File: config.mk
export PLATFORM = sky130hd
export DESIGN_NAME = datamem_arbiter_flat
export DESIGN_NICKNAME = d
export VERILOG_FILES = /design/src/rtl/datamem_arbiter_if.sv /design/src/rtl/datamem_arbiter.sv /design/src/flat_wrapper.sv
export SDC_FILE = /design/constraint.sdc
export NUM_CORES = 1
export LEC_CHECK = 0
export CORE_AREA = 2 2 92 94
export CTS_CLUSTER_DIAMETER = 40
export DETAILED_ROUTE_END_ITERATION = 8
export DIE_AREA = 0 0 94 96
export DONT_BUFFER_PORTS = 1
export PLACE_DENSITY_LB_ADDON = 0.2
export SLEW_MARGIN = 5
export SYNTH_ARGS = -nofsm -noshare
export SYNTH_HDL_FRONTEND = slang
export SYNTH_SLANG_ARGS = --single-unit
File: constraint.sdc
create_clock -name clk -period 3.7 [get_ports clk]
set_clock_uncertainty 0.1 [all_clocks]
set_input_delay 0.555 -clock clk [delete_from_list [all_inputs] [get_ports clk]]
set_output_delay 0.555 -clock clk [all_outputs]
set_load 0.02 [all_outputs]
File: src/rtl/datamem_arbiter_if.sv
// Bus bundle between the two datamem requesters, the arbiter and the datamem.
// The master side is the requester/memory environment; the slave side is the arbiter.
interface datamem_arbiter_if #(
    parameter int AW = 8,
    parameter int DW = 32
);
    // Port 0: pipeline MEM stage (high priority)
    logic          p0_req;
    logic          p0_we;
    logic [AW-1:0] p0_addr;
    logic [DW-1:0] p0_wdata;
    logic          p0_gnt;
    logic          p0_rvalid;
    logic [DW-1:0] p0_rdata;

    // Port 1: debug/DMA loader
    logic          p1_req;
    logic          p1_we;
    logic [AW-1:0] p1_addr;
    logic [DW-1:0] p1_wdata;
    logic          p1_gnt;
    logic          p1_rvalid;
    logic [DW-1:0] p1_rdata;

    // Datamem side
    logic [AW-1:0] mem_raddr;
    logic [AW-1:0] mem_waddr;
    logic [DW-1:0] mem_wdata;
    logic          mem_wea;
    logic [DW-1:0] mem_dout;

    modport master (
        output p0_req, p0_we, p0_addr, p0_wdata,
        input  p0_gnt, p0_rvalid, p0_rdata,
        output p1_req, p1_we, p1_addr, p1_wdata,
        input  p1_gnt, p1_rvalid, p1_rdata,
        input  mem_raddr, mem_waddr, mem_wdata, mem_wea,
        output mem_dout
    );

    modport slave (
        input  p0_req, p0_we, p0_addr, p0_wdata,
        output p0_gnt, p0_rvalid, p0_rdata,
        input  p1_req, p1_we, p1_addr, p1_wdata,
        output p1_gnt, p1_rvalid, p1_rdata,
        output mem_raddr, mem_waddr, mem_wdata, mem_wea,
        input  mem_dout
    );
endinterface

File: src/rtl/datamem_arbiter.sv
// Two-port arbiter in front of the single-access 256x32 datamem.
// Port 0 has fixed priority; port 1 is force-granted after STARVE_LIMIT
// consecutive denied cycles. Read data returns one cycle after the grant,
// steered to the port that owned the read.
module datamem_arbiter #(
    parameter int STARVE_LIMIT = 4,
    parameter int AW           = 8,
    parameter int DW           = 32
) (
    input  logic              clk,
    input  logic              rst,
    datamem_arbiter_if.slave  bus
);

    localparam logic [3:0] STARVE_MAX = 4'(STARVE_LIMIT - 1);

    typedef enum logic [0:0] {
        NORMAL = 1'b0,
        FORCE1 = 1'b1
    } state_t;

    state_t        state_r;
    state_t        state_next_s;
    logic [3:0]    starve_cnt_r;
    logic          gnt0_s;
    logic          gnt1_s;
    logic          rd_pend_r;
    logic          rd_owner_r;
    logic [AW-1:0] addr_s;
    logic [DW-1:0] wdata_s;
    logic          wea_s;
    logic          rd_grant_s;

    // State register of the priority/force FSM
    always_ff @(posedge clk or posedge rst) begin
        if (rst) begin
            state_r <= NORMAL;
        end else begin
            state_r <= state_next_s;
        end
    end

    // Next state: enter FORCE1 when port 1 is about to be denied one time too many
    always_comb begin
        state_next_s = NORMAL;
        case (state_r)
            NORMAL: begin
                if (bus.p1_req && gnt0_s && (starve_cnt_r == STARVE_MAX)) begin
                    state_next_s = FORCE1;
                end else begin
                    state_next_s = NORMAL;
                end
            end
            FORCE1: begin
                state_next_s = NORMAL;
            end
            default: begin
                state_next_s = NORMAL;
            end
        endcase
    end

    // Grant decode; no grant at all while reset is asserted
    always_comb begin
        gnt0_s = 1'b0;
        gnt1_s = 1'b0;
        if (rst) begin
            gnt0_s = 1'b0;
            gnt1_s = 1'b0;
        end else begin
            case (state_r)
                NORMAL: begin
                    if (bus.p0_req) begin
                        gnt0_s = 1'b1;
                    end else if (bus.p1_req) begin
                        gnt1_s = 1'b1;
                    end else begin
                        gnt0_s = 1'b0;
                    end
                end
                FORCE1: begin
                    // Port 1 always holds its request here; the fallback only keeps
                    // the slot useful if it ever does not.
                    if (bus.p1_req) begin
                        gnt1_s = 1'b1;
                    end else if (bus.p0_req) begin
                        gnt0_s = 1'b1;
                    end else begin
                        gnt1_s = 1'b0;
                    end
                end
                default: begin
                    gnt0_s = 1'b0;
                    gnt1_s = 1'b0;
                end
            endcase
        end
    end

    assign bus.p0_gnt = gnt0_s;
    assign bus.p1_gnt = gnt1_s;

    // Starvation counter: consecutive cycles port 1 waited, saturating at STARVE_MAX
    always_ff @(posedge clk or posedge rst) begin
        if (rst) begin
            starve_cnt_r <= 4'd0;
        end else if (bus.p1_req && !gnt1_s) begin
            if (starve_cnt_r < STARVE_MAX) begin
                starve_cnt_r <= starve_cnt_r + 4'd1;
            end else begin
                starve_cnt_r <= starve_cnt_r;
            end
        end else begin
            starve_cnt_r <= 4'd0;
        end
    end

    // Memory drive: route the granted port to the datamem, idle bus is all zero
    always_comb begin
        addr_s  = {AW{1'b0}};
        wdata_s = {DW{1'b0}};
        wea_s   = 1'b0;
        if (gnt0_s) begin
            addr_s  = bus.p0_addr;
            wdata_s = bus.p0_wdata;
            wea_s   = bus.p0_we;
        end else if (gnt1_s) begin
            addr_s  = bus.p1_addr;
            wdata_s = bus.p1_wdata;
            wea_s   = bus.p1_we;
        end else begin
            addr_s  = {AW{1'b0}};
            wdata_s = {DW{1'b0}};
            wea_s   = 1'b0;
        end
    end

    assign bus.mem_raddr = addr_s;
    assign bus.mem_waddr = addr_s;
    assign bus.mem_wdata = wdata_s;
    assign bus.mem_wea   = wea_s;

    assign rd_grant_s = (gnt0_s && !bus.p0_we) || (gnt1_s && !bus.p1_we);

    // Read tracking: remember that a read is in flight and which port owns it
    always_ff @(posedge clk or posedge rst) begin
        if (rst) begin
            rd_pend_r  <= 1'b0;
            rd_owner_r <= 1'b0;
        end else if (rd_grant_s) begin
            rd_pend_r  <= 1'b1;
            rd_owner_r <= gnt1_s;
        end else begin
            rd_pend_r  <= 1'b0;
            rd_owner_r <= rd_owner_r;
        end
    end

    // rvalid comes straight from flops; rdata is zero unless the port owns the returning read
    assign bus.p0_rvalid = rd_pend_r & ~rd_owner_r;
    assign bus.p1_rvalid = rd_pend_r &  rd_owner_r;
    assign bus.p0_rdata  = (rd_pend_r && !rd_owner_r) ? bus.mem_dout : {DW{1'b0}};
    assign bus.p1_rdata  = (rd_pend_r &&  rd_owner_r) ? bus.mem_dout : {DW{1'b0}};

endmodule
File: src/flat_wrapper.sv
// flat-port wrapper written by rule: the top's interface ports become plain ports
module datamem_arbiter_flat 
#(
    parameter int STARVE_LIMIT = 4,
    parameter int AW           = 8,
    parameter int DW           = 32
)
  (clk, rst, bus_p0_req, bus_p0_we, bus_p0_addr, bus_p0_wdata, bus_p0_gnt, bus_p0_rvalid, bus_p0_rdata, bus_p1_req, bus_p1_we, bus_p1_addr, bus_p1_wdata, bus_p1_gnt, bus_p1_rvalid, bus_p1_rdata, bus_mem_raddr, bus_mem_waddr, bus_mem_wdata, bus_mem_wea, bus_mem_dout);
  datamem_arbiter_if #(.AW(AW), .DW(DW)) bus_i ();
  input  logic clk;
  input  logic rst;
  input wire logic [$bits(bus_i.p0_req)-1:0] bus_p0_req;
  input wire logic [$bits(bus_i.p0_we)-1:0] bus_p0_we;
  input wire logic [$bits(bus_i.p0_addr)-1:0] bus_p0_addr;
  input wire logic [$bits(bus_i.p0_wdata)-1:0] bus_p0_wdata;
  output wire logic [$bits(bus_i.p0_gnt)-1:0] bus_p0_gnt;
  output wire logic [$bits(bus_i.p0_rvalid)-1:0] bus_p0_rvalid;
  output wire logic [$bits(bus_i.p0_rdata)-1:0] bus_p0_rdata;
  input wire logic [$bits(bus_i.p1_req)-1:0] bus_p1_req;
  input wire logic [$bits(bus_i.p1_we)-1:0] bus_p1_we;
  input wire logic [$bits(bus_i.p1_addr)-1:0] bus_p1_addr;
  input wire logic [$bits(bus_i.p1_wdata)-1:0] bus_p1_wdata;
  output wire logic [$bits(bus_i.p1_gnt)-1:0] bus_p1_gnt;
  output wire logic [$bits(bus_i.p1_rvalid)-1:0] bus_p1_rvalid;
  output wire logic [$bits(bus_i.p1_rdata)-1:0] bus_p1_rdata;
  output wire logic [$bits(bus_i.mem_raddr)-1:0] bus_mem_raddr;
  output wire logic [$bits(bus_i.mem_waddr)-1:0] bus_mem_waddr;
  output wire logic [$bits(bus_i.mem_wdata)-1:0] bus_mem_wdata;
  output wire logic [$bits(bus_i.mem_wea)-1:0] bus_mem_wea;
  input wire logic [$bits(bus_i.mem_dout)-1:0] bus_mem_dout;
  assign bus_i.p0_req = bus_p0_req;
  assign bus_i.p0_we = bus_p0_we;
  assign bus_i.p0_addr = bus_p0_addr;
  assign bus_i.p0_wdata = bus_p0_wdata;
  assign bus_p0_gnt = bus_i.p0_gnt;
  assign bus_p0_rvalid = bus_i.p0_rvalid;
  assign bus_p0_rdata = bus_i.p0_rdata;
  assign bus_i.p1_req = bus_p1_req;
  assign bus_i.p1_we = bus_p1_we;
  assign bus_i.p1_addr = bus_p1_addr;
  assign bus_i.p1_wdata = bus_p1_wdata;
  assign bus_p1_gnt = bus_i.p1_gnt;
  assign bus_p1_rvalid = bus_i.p1_rvalid;
  assign bus_p1_rdata = bus_i.p1_rdata;
  assign bus_mem_raddr = bus_i.mem_raddr;
  assign bus_mem_waddr = bus_i.mem_waddr;
  assign bus_mem_wdata = bus_i.mem_wdata;
  assign bus_mem_wea = bus_i.mem_wea;
  assign bus_i.mem_dout = bus_mem_dout;
  datamem_arbiter #(.STARVE_LIMIT(STARVE_LIMIT), .AW(AW), .DW(DW)) u_core (.clk(clk), .rst(rst), .bus(bus_i));
endmodule
# ---- After elaboration in Yosys (flattened, before gate mapping)
# Index checks and enable logic that the tools add are counted.
dict set report totals {
  register_bits 7
  in_bits 118
  output_inout_bits 117
  wordCells 45
}
dict set report op_classes {
  n_addsub 1
  magnitude_cmp 1
  eq_ne 2
  n_mux 21
  n_bitwise 4
  reduce_logical 12
}
# cell count
set ops {}
lappend ops {{$mux W32} 4}
lappend ops {{$mux W8} 2}
lappend ops {{$mux W1} 10}
lappend ops {{$mux W4} 2}
lappend ops {{$logic_and A1 B1 Y1} 7}
lappend ops {{$pmux W1 S2} 3}
lappend ops {{$add A4 B1 Y4 const B} 1}
lappend ops {{$eq A4 B2 Y1 const B} 1}
lappend ops {{$logic_not A1 Y1} 4}
lappend ops {{$lt A4 B2 Y1 const B} 1}
lappend ops {{$and A1 B1 Y1} 2}
lappend ops {{$ne A2 B2 Y1 const B} 1}
lappend ops {{$not A1 Y1} 2}
lappend ops {{$logic_or A1 B1 Y1} 1}

# ---- Logic depth before layout (Yosys ltp)
dict set report logic_depth {
  ltp_word 8
  depth_mapped 6
}

# ---- Worst setup path before layout
# No wires, ideal clock.
dict set report synth_path {
  path_kind {input to output}
  start {input port bus_p0_req}
  end {output port bus_mem_waddr[0]}
  arrival_time_ns 1.690
  t_required_ns 3.045
  setup_slack_ns 1.355
  cell_stages 6
  n_path_buf 2
  path_cell_list {nor2b_1 > or3_4 > clkinv_4 > buf_8 > a22o_1 > buf_4}
}
dict set report synth_via {
  elab_chain_cells 5
}
# item line_no
set synth_rtl {}
lappend synth_rtl {{start, declared} flat_wrapper.sv:12} ;# input wire logic [$bits(bus_i.p0_req)-1:0] bus_p0_req;
lappend synth_rtl {{$mux W1, on equally long branches} {datamem_arbiter.sv:73, datamem_arbiter.sv:86}}
lappend synth_rtl {{$pmux W1 S2 or $mux W1 (tied branches)} {datamem_arbiter.sv:71, datamem_arbiter.sv:84}}
lappend synth_rtl {{$mux W1 or $pmux W1 S2 (tied branches)} {datamem_arbiter.sv:67, datamem_arbiter.sv:71}}
lappend synth_rtl {{$mux W8 or $mux W1 (tied branches)} {datamem_arbiter.sv:127, datamem_arbiter.sv:67}}
lappend synth_rtl {{$mux W8 *} datamem_arbiter.sv:123} ;# if (gnt0_s) begin
lappend synth_rtl {{end, declared} flat_wrapper.sv:27} ;# output wire logic [$bits(bus_i.mem_waddr)-1:0] bus_mem_waddr;
# Mark *: on every way between the ends. The rest lies on a longest branch, timed or not.

# ---- Final worst setup path
dict set report layout_path {
  start {input port bus_p0_req}
  end {output port bus_mem_waddr[0]}
}
dict set report layout_via {
  elab_chain_cells 5
}
# item line_no
set layout_rtl {}
lappend layout_rtl {{$mux W1 *} {datamem_arbiter.sv:73, datamem_arbiter.sv:86}}
lappend layout_rtl {{$mux W1} datamem_arbiter.sv:84} ;# if (bus.p1_req) begin
lappend layout_rtl {{$pmux W1 S2 *} datamem_arbiter.sv:71} ;# case (state_r)
lappend layout_rtl {{$mux W1 *} datamem_arbiter.sv:67} ;# if (rst) begin
lappend layout_rtl {{net bus_p0_gnt} flat_wrapper.sv:16} ;# output wire logic [$bits(bus_i.p0_gnt)-1:0] bus_p0_gnt;
lappend layout_rtl {{$mux W8 *} datamem_arbiter.sv:123}
# Mark *: on every way through the listed nets, which the timed path passes. The rest lies on a longest branch.

==> impl_metrics.py <==
metrics = {
    "power": {
        "powerDensity_nw_per_um2": 289,
        "cellLeakagePower_nw": 0.663,
        "ir_drop_mv": 0.118,
    },
    "setup_path": {
        "critical_path_class": "input port to output port",
        "ff2ff_path_depth": 4,
        "crit_arrival_ps": 1940,
        "cp-start-kind": "input port",
        "cp_top_family": "buffers and inverters",
        "critPathMaxFanout": 42,
        "slowest_delay_ps": 550,
        "cp_num_buf_inv": 1,
        "slowest_stage": "inv_2",
        "cp_data_required_time_ps": 3040,
        "cp_cell_sequence": "nor2b_1, nand2_1, inv_2, a22o_1",
        "endpoint_kind": "output port",
        "r2r_setup_slack_ps": 2240,
        "r2r-start": "u_core.starve_cnt_r[0]",
        "rr_endpoint": "u_core.starve_cnt_r[1]",
    },
    "routing": {
        "num_vias": 1270,
        "viasPerCell": 5.10,
        "drcViolationCount": 0,
        "drt_wl_total_um": 4660,
        "wl_per_cell_um": 18.7,
        "firstDrtPassIters": 4,
        "dr.first_iter.drc_count": 18,
        "drtAntennaViolNets": 0,
    },
    "synthesis": {
        "synthesis.nets": 281,
        "syn_inst": 162,
        "ys_seq_elements": 7,
        "synth_area_um2": 1260,
        "ys_types": 23,
        "seq_area_frac_synth_pct": 13.9,
        "avgSynthCellArea_um2": 7.80,
        "yosysWarnings": 0,
    },
    "global_routing": {
        "antenna_found_initial": 0,
        "grt-ovfl-total": 0,
        "grt_first_pass_wirelength_um": 5460,
        "grt_pass1_vias": 997,
        "grt_max_degree": 43,
        "grt_usage_pct": 8.00,
    },
    "status": {
        "status": "complete, no violations",
    },
    "clock_tree": {
        "clk_pin_slew_ps": 40,
        "cts_tree": "done",
        "clockBufferDepth": 2,
        "h-tree-depth": 1,
        "root_buffer": "clkbuf_8",
        "cts_resized": 0,
        "holdBufCountCts": 0,
        "numCtsBuffers": 3,
        "postCtsSetupBuffers": 0,
        "clk-insertion-delay-late_ps": 230,
        "cts_num_sinks": 7,
    },
    "timing": {
        "fmax_mhz": 386,
        "rsz0062_at_grt": "no",
        "finalHoldViolCount": 0,
        "finalSetupViolCount": 0,
        "tns_ps": 0,
        "period_share_pct": 70.1,
        "min_period_ps": 2590,
        "relSlewSlack_pct": 43.4,
        "setup_slack_ps": 1110,
        "maxSlewViolCount": 0,
        "tightest_slew_ps": 845,
    },
    "placed_design": {
        "hpwl_um": 3920,
        "pre_cts_slack_ps": 1110,
        "place.gp.congestion": 0.708,
        "io_buffer_count": 0,
        "placed_cell_area_um2": 1250,
    },
    "finish": {
        "antenna_cells": 0,
        "multi_input_area_um2": 901,
        "ff_latch_area_um2": 175,
        "fin_nets": 264,
        "drive_above_1_share_pct": 7.64,
        "fin_area_um2": 1290,
        "fillers": 906,
        "syn2layout_area_growth_pct": 2.48,
    },
    "hold_path": {
        "hold_path_class": "input port to async pin",
    },
    "floorplan": {
        "start_util_pct": 15.7,
        "die-area_um2": 9020,
        "die_x_um": 94,
        "io_pins": 235,
        "die_y_um": 96,
        "coreArea_um2": 8050,
        "rows": 33,
    },
    "run": {
        "cap_violations": 0,
    },
}
-- Yosys cell counts (all sizes together) --
library cell	instances	area, um2
a22o	41	359
ha	1	12.5
nand2	2	7.51
o22ai	1	6.26
nor4	2	12.5
o22a	1	8.76
or3	1	11.3
o21ai	1	5.00
dfrtp	7	175
nor3	1	5.00
and2	33	206
inv	3	11.3
and3	35	219
clkinv	1	8.76
nor2	2	7.51
xnor2	1	8.76
buf	13	125
mux2i	1	10.0
clkbuf	12	45.0
nor2b	3	18.8
-- final cells by class --
type                       instances  area share, %
timing repair buffer               3           1.74
inverter                           4           1.55
clock buffer                       4           3.48
tap                              105           10.1
sequential                         7           13.5
multi-input combinational        126           69.6
-- worst reg2reg max path, cell delays in order (launching register included) --
cell	delay [ps]
dfrtp_1	390
ha_1	230
nor3_1	340
mux2i_1	230
nor2_1	60
-- cells by family after synthesis --
group | after synthesis | synth area share, %
and+or+nand+nor | 79 | 38.6
buffers and inverters | 29 | 15.0
adders and majority gates | 1 | 0.990
muxes | 1 | 0.792
xor gates and xnor gates | 1 | 0.693
AOI/OAI and AO/OA | 44 | 30.0
DFF | 7 | 13.9
-- flip-flops by register name, summed over array words and instances, names as in the netlist --
signal and count:
u_core.starve_cnt_r 4, u_core.rd_owner_r 1, u_core.rd_pend_r 1, u_core.state_r 1
-- placed cells by master, fill, tap and decap left out --
master    instances
a22o_1           41
and3_1           35
and2_1           33
dfrtp_1           7
clkbuf_8          3
buf_4             3
nor2b_1           2
nor2_1            2
inv_2             2
nand2_1           2
nor4_1            2
o21ai_0           1
nor3_1            1
mux2i_1           1
or3_4             1
nor2b_2           1
clkinv_4          1
o22ai_1           1
inv_1             1
o22a_1            1
xnor2_1           1
ha_1              1
clkbuf_1          1
-- metal layers --
layer,track usage (%),vias up,part of all wire (%)
met5,0,-,0
met4,1.09,0,0.17
met3,1.64,2,9.4
met2,15.7,129,53
met1,9.08,587,38
li1,-,552,-
-- worst max path at each step --
stage                           startpoint               end  slack, ps  cells past startpoint
after global routing      u_core.rd_pend_r  bus_p0_rdata[30]        850                      3
after detailed placement        bus_p0_req  bus_mem_waddr[0]       1110                      4
final                           bus_p0_req  bus_mem_waddr[0]       1110                      4
after CTS                 u_core.rd_pend_r  bus_p0_rdata[30]       1060                      3
after floorplan                 bus_p0_req  bus_mem_waddr[0]       1360                      6
after global placement          bus_p0_req  bus_mem_waddr[0]       1150                      4
-- through the flow --
stage	util [%]	power, W	hold WS, ps	cells
after floorplan	-	0.000258	258	162
after global placement	15.5	0.000268	318	245
after detailed placement	15.5	0.000269	314	245
after CTS	16.1	0.000379	74.7	249
after global routing	16.1	0.000398	74.2	249
final	16.1	0.000374	52.4	249
-- power by group --
part           leakage [nW]  switching (W)   total, W  internal (W)
Clock                0.0228      0.0000333   0.000108     0.0000746
Combinational         0.546       0.000138   0.000182     0.0000443
Sequential           0.0941     0.00000259  0.0000839     0.0000814
Total                 0.663       0.000174   0.000374      0.000200
No activity file was read; power rests on OpenSTA's default activity.
